===== config.mk =====
export PLATFORM = sky130hd
export DESIGN_NAME = vram_sync_ctrl_flat
export DESIGN_NICKNAME = d
export VERILOG_FILES = /design/src/rtl/vram_sync_ctrl_pkg.sv /design/src/rtl/vram_sync_ctrl_if.sv /design/src/rtl/vram_sync_ctrl.sv /design/src/flat_wrapper.sv
export SDC_FILE = /design/constraint.sdc
export NUM_CORES = 1
export LEC_CHECK = 0
export BUFFER_PORTS_ARGS = -buffer_cell sky130_fd_sc_hd__buf_2
export CAP_MARGIN = 20
export CORE_UTILIZATION = 47
export DETAILED_ROUTE_END_ITERATION = 16
export GPL_TIMING_DRIVEN = 0
export PLACE_DENSITY = 0.74
export SYNTH_ARGS = -nofsm -noshare
export SYNTH_HDL_FRONTEND = slang
export SYNTH_SLANG_ARGS = --single-unit

===== constraint.sdc =====
create_clock -name clk -period 5.25 [get_ports clk]
set_input_delay 1.05 -clock clk [delete_from_list [all_inputs] [get_ports clk]]
set_output_delay 1.05 -clock clk [all_outputs]
set_load 0.005 [all_outputs]

===== src/rtl/vram_sync_ctrl_pkg.sv =====
// Shared types and constants for the VRAM sync controller: FSM state encoding,
// the default copy timeout and a decoder for the state-derived outputs.
package vram_sync_ctrl_pkg;

    localparam int TIMEOUT_CYCLES_DEFAULT = 4096;
    localparam int SYNC_COUNT_W           = 16;

    typedef enum logic [1:0] {
        IDLE    = 2'd0,
        PENDING = 2'd1,
        ISSUE   = 2'd2,
        BUSY    = 2'd3
    } state_t;

    // Outputs that depend only on which state the FSM is in.
    typedef struct packed {
        logic sync;
        logic cpu_wr_block;
        logic sync_pending;
    } state_out_t;

    function automatic state_out_t decode_state(state_t s);
        state_out_t o;
        o.sync         = (s == ISSUE);
        o.cpu_wr_block = (s == ISSUE) || (s == BUSY);
        o.sync_pending = (s == PENDING);
        return o;
    endfunction

endpackage


===== src/rtl/vram_sync_ctrl_if.sv =====
// Bundle of the CPU request, video timing, sync-writer handshake and status
// signals around the VRAM sync controller. The controller side is the master.
interface vram_sync_ctrl_if;
    import vram_sync_ctrl_pkg::*;

    // CPU / video timing / writer -> controller
    logic                    cpu_sync_req;
    logic                    vblank;
    logic                    vblank_start;
    logic                    sync_done;
    logic                    err_clr;

    // controller -> writer / CPU
    logic                    sync;
    logic                    cpu_wr_block;
    logic                    sync_pending;
    logic                    sync_complete;
    logic                    err_timeout;
    logic                    err_tear;
    logic [SYNC_COUNT_W-1:0] sync_count;

    modport master (
        input  cpu_sync_req, vblank, vblank_start, sync_done, err_clr,
        output sync, cpu_wr_block, sync_pending, sync_complete,
               err_timeout, err_tear, sync_count
    );

    modport slave (
        output cpu_sync_req, vblank, vblank_start, sync_done, err_clr,
        input  sync, cpu_wr_block, sync_pending, sync_complete,
               err_timeout, err_tear, sync_count
    );

endinterface


===== src/rtl/vram_sync_ctrl.sv =====
// VRAM sync controller: latches a CPU copy request, issues a one-cycle sync
// pulse to the VRAM sync writer at the next vblank, watches the copy for
// completion, timeout and tearing, and reports status. All outputs are
// registered; state-derived outputs are decoded from next_state so they line
// up with the state register. TIMEOUT_CYCLES must be at least 2.
module vram_sync_ctrl
    import vram_sync_ctrl_pkg::*;
#(
    parameter int TIMEOUT_CYCLES = TIMEOUT_CYCLES_DEFAULT
) (
    input  logic              clk,
    input  logic              rst,
    vram_sync_ctrl_if.master  bus
);

    localparam int              CNT_W    = $clog2(TIMEOUT_CYCLES);
    localparam logic [CNT_W-1:0] CNT_LAST = CNT_W'(TIMEOUT_CYCLES - 1);

    state_t           state;
    state_t           next_state;
    state_out_t       next_out;
    logic [CNT_W-1:0] cnt;
    logic             deferred;

    logic in_busy;
    logic done_ok;
    logic timed_out;
    logic tear;
    logic req_defer;
    logic busy_exit;
    logic defer_any;

    // The counter is cleared on entry to ISSUE and runs through ISSUE and BUSY,
    // so it reads k on the k-th BUSY cycle and the timeout lands exactly
    // TIMEOUT_CYCLES cycles after the sync pulse. Completion beats timeout.
    assign in_busy   = (state == BUSY);
    assign done_ok   = in_busy && bus.sync_done;
    assign timed_out = in_busy && !bus.sync_done && (cnt == CNT_LAST);
    assign tear      = in_busy && !bus.vblank;
    assign req_defer = bus.cpu_sync_req && ((state == ISSUE) || (state == BUSY));
    assign busy_exit = done_ok || timed_out;
    // A request arriving in the very cycle BUSY exits must not be lost.
    assign defer_any = deferred || req_defer;

    // State register.
    always_ff @(posedge clk) begin
        // NOTE: sequential state uses non-blocking assignments so every flop
        // samples pre-edge values regardless of process ordering.
        if (rst) begin
            state <= IDLE;
        end else begin
            state <= next_state;
        end
    end

    // Next-state logic.
    always_comb begin
        // NOTE: the default assignment up front keeps every path assigned, so
        // no latch is inferred.
        next_state = state;
        case (state)
            IDLE: begin
                if (bus.cpu_sync_req) begin
                    next_state = bus.vblank_start ? ISSUE : PENDING;
                end
            end
            PENDING: begin
                if (bus.vblank_start) begin
                    next_state = ISSUE;
                end
            end
            ISSUE: begin
                next_state = BUSY;
            end
            BUSY: begin
                if (busy_exit) begin
                    next_state = defer_any ? PENDING : IDLE;
                end
            end
            default: begin
                next_state = IDLE;
            end
        endcase
    end

    // State-derived output decode, taken from next_state so it can be registered.
    always_comb begin
        next_out = decode_state(next_state);
    end

    // Timeout counter and deferred-request bit.
    always_ff @(posedge clk) begin
        if (rst) begin
            cnt      <= '0;
            deferred <= 1'b0;
        end else begin
            if (next_state == ISSUE) begin
                cnt <= '0;
            end else if ((state == ISSUE) || (state == BUSY)) begin
                cnt <= cnt + CNT_W'(1);
            end

            if (busy_exit) begin
                deferred <= 1'b0;
            end else if (req_defer) begin
                deferred <= 1'b1;
            end
        end
    end

    // Registered outputs, completion counter and sticky error flags (set beats clear).
    always_ff @(posedge clk) begin
        if (rst) begin
            bus.sync          <= 1'b0;
            bus.cpu_wr_block  <= 1'b0;
            bus.sync_pending  <= 1'b0;
            bus.sync_complete <= 1'b0;
            bus.err_timeout   <= 1'b0;
            bus.err_tear      <= 1'b0;
            bus.sync_count    <= '0;
        end else begin
            bus.sync          <= next_out.sync;
            bus.cpu_wr_block  <= next_out.cpu_wr_block;
            bus.sync_pending  <= next_out.sync_pending;
            bus.sync_complete <= done_ok;

            if (done_ok) begin
                bus.sync_count <= bus.sync_count + SYNC_COUNT_W'(1);
            end

            if (timed_out) begin
                bus.err_timeout <= 1'b1;
            end else if (bus.err_clr) begin
                bus.err_timeout <= 1'b0;
            end

            if (tear) begin
                bus.err_tear <= 1'b1;
            end else if (bus.err_clr) begin
                bus.err_tear <= 1'b0;
            end
        end
    end

endmodule


===== src/flat_wrapper.sv =====
// flat-port wrapper written by rule: the top's interface ports become plain ports
module vram_sync_ctrl_flat import vram_sync_ctrl_pkg::*;
#(
    parameter int TIMEOUT_CYCLES = TIMEOUT_CYCLES_DEFAULT
)
  (clk, rst, bus_cpu_sync_req, bus_vblank, bus_vblank_start, bus_sync_done, bus_err_clr, bus_sync, bus_cpu_wr_block, bus_sync_pending, bus_sync_complete, bus_err_timeout, bus_err_tear, bus_sync_count);
  vram_sync_ctrl_if bus_i ();
  input  logic clk;
  input  logic rst;
  input wire logic [$bits(bus_i.cpu_sync_req)-1:0] bus_cpu_sync_req;
  input wire logic [$bits(bus_i.vblank)-1:0] bus_vblank;
  input wire logic [$bits(bus_i.vblank_start)-1:0] bus_vblank_start;
  input wire logic [$bits(bus_i.sync_done)-1:0] bus_sync_done;
  input wire logic [$bits(bus_i.err_clr)-1:0] bus_err_clr;
  output wire logic [$bits(bus_i.sync)-1:0] bus_sync;
  output wire logic [$bits(bus_i.cpu_wr_block)-1:0] bus_cpu_wr_block;
  output wire logic [$bits(bus_i.sync_pending)-1:0] bus_sync_pending;
  output wire logic [$bits(bus_i.sync_complete)-1:0] bus_sync_complete;
  output wire logic [$bits(bus_i.err_timeout)-1:0] bus_err_timeout;
  output wire logic [$bits(bus_i.err_tear)-1:0] bus_err_tear;
  output wire logic [$bits(bus_i.sync_count)-1:0] bus_sync_count;
  assign bus_i.cpu_sync_req = bus_cpu_sync_req;
  assign bus_i.vblank = bus_vblank;
  assign bus_i.vblank_start = bus_vblank_start;
  assign bus_i.sync_done = bus_sync_done;
  assign bus_i.err_clr = bus_err_clr;
  assign bus_sync = bus_i.sync;
  assign bus_cpu_wr_block = bus_i.cpu_wr_block;
  assign bus_sync_pending = bus_i.sync_pending;
  assign bus_sync_complete = bus_i.sync_complete;
  assign bus_err_timeout = bus_i.err_timeout;
  assign bus_err_tear = bus_i.err_tear;
  assign bus_sync_count = bus_i.sync_count;
  vram_sync_ctrl #(.TIMEOUT_CYCLES(TIMEOUT_CYCLES)) u_core (.clk(clk), .rst(rst), .bus(bus_i));
endmodule

* Word level (Yosys, flattened, before mapping)
Index checks and enable logic that the tools add are counted.
** Operators by class
- Multiplexer cells :: 9
- Equal/unequal tests :: 7
- Reductions and logical operators :: 16
- $add $sub $neg :: 2
** Operators with widths (number)
- adder 16 x 1 -> 16 bit (second input constant) :: 1
- adder 12 x 1 -> 12 bit (second input constant) :: 1
- == test 12 bit (second input constant) :: 1
- == test 2 bit (second input constant) :: 4
- two-way mux 2 bit :: 4
- case mux 2 bit (4 select lines) :: 1
- logical AND 1 bit :: 5
- == test 2 x 1 -> 1 bit (second input constant) :: 2
- logical OR 1 bit :: 4
- two-way mux 1 bit :: 4
- nonzero test 2 bit :: 2
- OR reduction 2 bit :: 2
- logical NOT 1 bit :: 2
- logical NOT 2 bit :: 1
** Word-level totals
- Output and inout port bits :: 22
- Register bits :: 37
- Word-level logic and storage cells :: 44

* Longest topological paths before layout
- Depth after elaboration :: 9
- Mapped depth :: 6
- Mapped depth without buffers :: 5

* Least setup slack after synthesis
Ideal clock, no wire load.
- Path type :: input port to flip-flop
- Start :: input bus_sync_done
- End :: register u_core.bus.sync_count[13] (netlist bit)
- Data required time :: 5180 ps
- Stages :: 5
- Setup time :: 70 ps
- Path buffers :: 1
- Slack :: 3005 ps
- Data arrival time :: 2174 ps
- Cells stage by stage :: nand4_1 > or2_1 > clkbuf_1 > or4_1 > a21oi_1
** Between the ends
- Word-level cells in the longest chain between the ends :: 1
** Ends and longest elaborated chain
- start, declared :: RTL line flat_wrapper.sv:13 : input wire logic [$bits(bus_i.sync_done)-1:0] bus_sync_done;
- logical AND 1 bit :: RTL line vram_sync_ctrl.sv:37 : assign done_ok = in_busy && bus.sync_done;
- end signal, assigned :: RTL line vram_sync_ctrl.sv:128 : bus.sync_count <= bus.sync_count + SYNC_COUNT_W'(1);
- end, declared :: RTL line vram_sync_ctrl_if.sv:25 : err_timeout, err_tear, sync_count
Every way passes these cells.
A chain may end at the register's enable or synchronous reset.

* Worst setup path in the final report
- Start :: input bus_sync_done
- End :: register u_core.bus.sync_count[15] (netlist bit)
Same word-level chain as after synthesis.

==> impl_metrics.xml <==
<?xml version="1.0" encoding="UTF-8"?>
<metrics>
  <group name="clocking">
    <metric name="cts-root-to-sink-buffers" unit="">2</metric>
    <metric name="clkSlewWorstSetupHoldPaths" unit="ns">0.11</metric>
    <metric name="cts_tree" unit="">built</metric>
    <metric name="post-cts-setup-buffer-count" unit="">0</metric>
    <metric name="cts_made_buffers" unit="">5</metric>
    <metric name="post_cts.resized_instances" unit="">0</metric>
    <metric name="cts_root_buffer" unit="">sky130_fd_sc_hd__clkbuf_4</metric>
    <metric name="htreeDepth" unit="">2</metric>
    <metric name="clkLatencyLatePin" unit="ns">0.33</metric>
    <metric name="clock_sink_count" unit="">37</metric>
    <metric name="hold_buf_count_cts" unit="">0</metric>
  </group>
  <group name="sta">
    <metric name="setup_tns" unit="ns">0</metric>
    <metric name="final-max-slew-violation-count" unit="">0</metric>
    <metric name="final_hold_viol_count" unit="">0</metric>
    <metric name="fin_crit_sh" unit="%">42.0</metric>
    <metric name="worstMarginPinSlew" unit="ns">0.570</metric>
    <metric name="final.setup_skew" unit="ns">0.00994</metric>
    <metric name="rsz0062_at_grt" unit="">no</metric>
    <metric name="setup-violations-final" unit="">0</metric>
    <metric name="finalWorstPathRequiredPeriod" unit="ns">2.21</metric>
    <metric name="slew_headroom" unit="%">61.7</metric>
    <metric name="finalHoldWorstSlack" unit="ns">0.487</metric>
    <metric name="post-route-worst-setup-slack" unit="ns">3.04</metric>
    <metric name="maximum_frequency_from_static_timing_analysis" unit="GHz">0.453</metric>
  </group>
  <group name="place">
    <metric name="gpl_wtd_cong" unit="">0.812</metric>
    <metric name="dp.final_hpwl" unit="µm">2200</metric>
    <metric name="place.detailed.instances" unit="">253</metric>
    <metric name="placement.setup.worst_slack" unit="ns">2.69</metric>
    <metric name="portBuffers" unit="">27</metric>
  </group>
  <group name="detailed_routing">
    <metric name="wl" unit="µm">3030</metric>
    <metric name="detailedRoute.firstIterationViolations" unit="">24</metric>
    <metric name="drt_pass_1_iters" unit="">6</metric>
    <metric name="route.detailed.drc" unit="">0</metric>
    <metric name="route.detailed.vias_per_inst" unit="">5.23</metric>
    <metric name="routedWlPerCell" unit="µm">11.6</metric>
    <metric name="num_vias" unit="">1366</metric>
    <metric name="route.antenna.remaining_nets" unit="">0</metric>
  </group>
  <group name="floorplanning">
    <metric name="area_of_the_die" unit="mm²">0.00368</metric>
    <metric name="row_count" unit="">20</metric>
    <metric name="die_w" unit="µm">60.6</metric>
    <metric name="placeable_area" unit="mm²">0.00315</metric>
    <metric name="initial_core_util" unit="%">51.2</metric>
    <metric name="ios" unit="">29</metric>
    <metric name="die_h" unit="µm">60.6</metric>
  </group>
  <group name="worst_hold_path">
    <metric name="min_delay_path_depth" unit="">2</metric>
    <metric name="timing.hold.worst.class" unit="">register to register</metric>
    <metric name="hold_start" unit="">u_core.bus.err_tear</metric>
  </group>
  <group name="synth">
    <metric name="ys_seq_elements" unit="">37</metric>
    <metric name="number_of_synthesized_flops_with_an_enable_pin" unit="">0</metric>
    <metric name="netlist.area_leader.share" unit="%">45.9</metric>
    <metric name="synth.distinct_cells" unit="">36</metric>
    <metric name="synth.area.top_cells" unit="">sky130_fd_sc_hd__dfxtp_1, sky130_fd_sc_hd__nor2_1, sky130_fd_sc_hd__xnor2_1</metric>
    <metric name="syn-num-nets" unit="">191</metric>
    <metric name="syn-instance-count" unit="">182</metric>
    <metric name="ys_async_sr_fraction" unit="%">0</metric>
    <metric name="synth-main-ff-cell" unit="">sky130_fd_sc_hd__dfxtp_1</metric>
    <metric name="post-synth-top-count-cell" unit="">sky130_fd_sc_hd__dfxtp_1</metric>
    <metric name="synth-warning-count" unit="">0</metric>
    <metric name="syn_area_per_cell" unit="µm²">8.88</metric>
    <metric name="netlist.top_cell.by_area" unit="">sky130_fd_sc_hd__dfxtp_1</metric>
    <metric name="post_synth_most_frequent_cells" unit="">sky130_fd_sc_hd__dfxtp_1, sky130_fd_sc_hd__nor2_1, sky130_fd_sc_hd__a21oi_1</metric>
    <metric name="post_synth_instance_area" unit="mm²">0.00162</metric>
    <metric name="yosysSeqAreaShare" unit="%">45.9</metric>
  </group>
  <group name="power_and_ir_drop">
    <metric name="total_switching_power" unit="µW">112</metric>
    <metric name="switching_share" unit="%">23.0</metric>
    <metric name="leakagePower" unit="µW">0.000718</metric>
    <metric name="cellPowerDensity" unit="mW/mm²">261</metric>
    <metric name="p_clk_share" unit="%">34.3</metric>
    <metric name="internal_power" unit="µW">376</metric>
    <metric name="power_frac_seq" unit="%">59.0</metric>
    <metric name="power_frac_comb" unit="%">6.7</metric>
    <metric name="max-vdd-ir-drop" unit="mV">0.146</metric>
  </group>
  <group name="global_route">
    <metric name="grt_pass1_wl" unit="µm">5230</metric>
    <metric name="antenna_found_initial" unit="">0</metric>
    <metric name="groute.usage.overall" unit="%">19.3</metric>
    <metric name="overflow" unit="">0</metric>
    <metric name="grt_start_max_net_pins" unit="">12</metric>
    <metric name="first_global_vias" unit="">1231</metric>
  </group>
  <group name="worst_setup_path">
    <metric name="critical_path.startpoint_type" unit="">input port</metric>
    <metric name="critical_path_required" unit="ns">5.52</metric>
    <metric name="setup.worst_path.end_class" unit="">register</metric>
    <metric name="critPathKind" unit="">input port to register</metric>
    <metric name="worstSetupStartpoint" unit="">bus_sync_done</metric>
    <metric name="timing.reg2reg.worst_path_depth" unit="">5</metric>
    <metric name="timing.rr.start" unit="">u_core.bus.sync_count[3]</metric>
    <metric name="crit_arrival" unit="ns">2.48</metric>
    <metric name="path_max_fanout" unit="">7</metric>
  </group>
  <group name="run">
    <metric name="max_cap_viol_count" unit="">0</metric>
  </group>
  <group name="finish">
    <metric name="post-route-util" unit="%">59.5</metric>
    <metric name="fillCellCount" unit="">294</metric>
    <metric name="final_layout_size_suffix_gt1_share" unit="%">20.3</metric>
    <metric name="areaGrowthSynthToFinish" unit="%">16.1</metric>
    <metric name="antenna_cells" unit="">0</metric>
    <metric name="finish.net_count" unit="">225</metric>
    <metric name="post_layout_nonfiller_instances" unit="">261</metric>
  </group>
  <group name="run_status">
    <metric name="run_status" unit="">complete, no violations</metric>
  </group>
</metrics>
-- state kept, by name, indices dropped and copies added (netlist names) --
name,count
u_core.bus.sync_count,16
u_core.bus.sync,1
u_core.deferred,1
u_core.bus.sync_pending,1
u_core.state,2
u_core.bus.cpu_wr_block,1
u_core.bus.sync_complete,1
u_core.cnt,12
u_core.bus.err_timeout,1
u_core.bus.err_tear,1
-- critical path: stages --
cell                       delay [ns]
sky130_fd_sc_hd__buf_2           0.13
sky130_fd_sc_hd__nand4_1         0.20
sky130_fd_sc_hd__or2_1           0.26
sky130_fd_sc_hd__clkbuf_1        0.17
sky130_fd_sc_hd__or4_1           0.52
sky130_fd_sc_hd__a21oi_1         0.14
-- final cells by class --
type	count	area, µm²	area share, %
clock buffers	7	65.1	3.47
plain buffers	10	41.3	2.20
flip-flops and latches	37	741	39.5
inverters	6	22.5	1.20
repair buffers	27	135	7.20
multi-input cells	129	811	43.2
well taps	44	55.1	2.94
clock inverters	1	5.00	0.267
-- metrics by stage --
stage	instance area (µm²)	power, µW
finish	1880	489
global route	1880	515
CTS	1880	495
detailed placement	1810	328
global placement	1810	327
floorplan	1620	317
-- power groups by stage --
stage                     combinational, µW  clock (µW)  sequential, µW
final                                  32.7         168             288
after global routing                   37.5         188             289
after CTS                              33.1         174             288
after detailed placement               32.9           0             295
after global placement                 32.4           0             295
after floorplan                        22.1           0             295
-- layout by cell type (no fill, tap or decap), types with 2 or more instances in the layout --
master	instances
sky130_fd_sc_hd__buf_2	30
sky130_fd_sc_hd__xor2_1	9
sky130_fd_sc_hd__or3_1	4
sky130_fd_sc_hd__ha_1	2
sky130_fd_sc_hd__nand3_1	6
sky130_fd_sc_hd__o21a_1	2
sky130_fd_sc_hd__nand4_1	8
sky130_fd_sc_hd__clkbuf_4	5
sky130_fd_sc_hd__or4_1	4
sky130_fd_sc_hd__nor4_1	2
sky130_fd_sc_hd__clkbuf_1	7
sky130_fd_sc_hd__o31ai_1	4
sky130_fd_sc_hd__clkbuf_8	2
sky130_fd_sc_hd__xnor2_1	10
sky130_fd_sc_hd__inv_1	6
sky130_fd_sc_hd__dfxtp_1	37
sky130_fd_sc_hd__o21ai_0	4
sky130_fd_sc_hd__nor3_1	7
sky130_fd_sc_hd__nor2_1	27
sky130_fd_sc_hd__a311oi_1	2
sky130_fd_sc_hd__a21oi_1	11
sky130_fd_sc_hd__nand2_1	10
sky130_fd_sc_hd__mux2i_1	2
-- path summary, 6_finish.rpt --
check,end,slack (ns)
setup reg to reg,u_core.bus.sync_count[15],3.36
hold reg to reg,u_core.bus.err_tear,0.49
setup / recovery,u_core.bus.sync_count[15],3.04
hold / removal,u_core.bus.err_tear,0.49
-- logic make-up (layout without fill, tap and decap cells) --
| group | after synthesis | count (layout) | share of synthesized area [%] |
|---|---|---|---|
| compound gates | 28 | 28 | 11.1 |
| simple gates | 78 | 78 | 26.0 |
| xor+xnor | 19 | 19 | 10.3 |
| buf+inv | 16 | 51 | 3.95 |
| fa+ha+maj | 2 | 2 | 1.55 |
| mux | 2 | 2 | 1.24 |
| flops | 37 | 37 | 45.9 |
-- routing by layer --
layer,wire (µm),vias to the layer above,GRT usage [%]
met5,0,-,0
met4,52,0,9.42
met3,122,5,4.69
met2,1300,31,30.3
met1,1560,622,24.7
li1,-,708,-
Power figures use the tool's default switching activity.
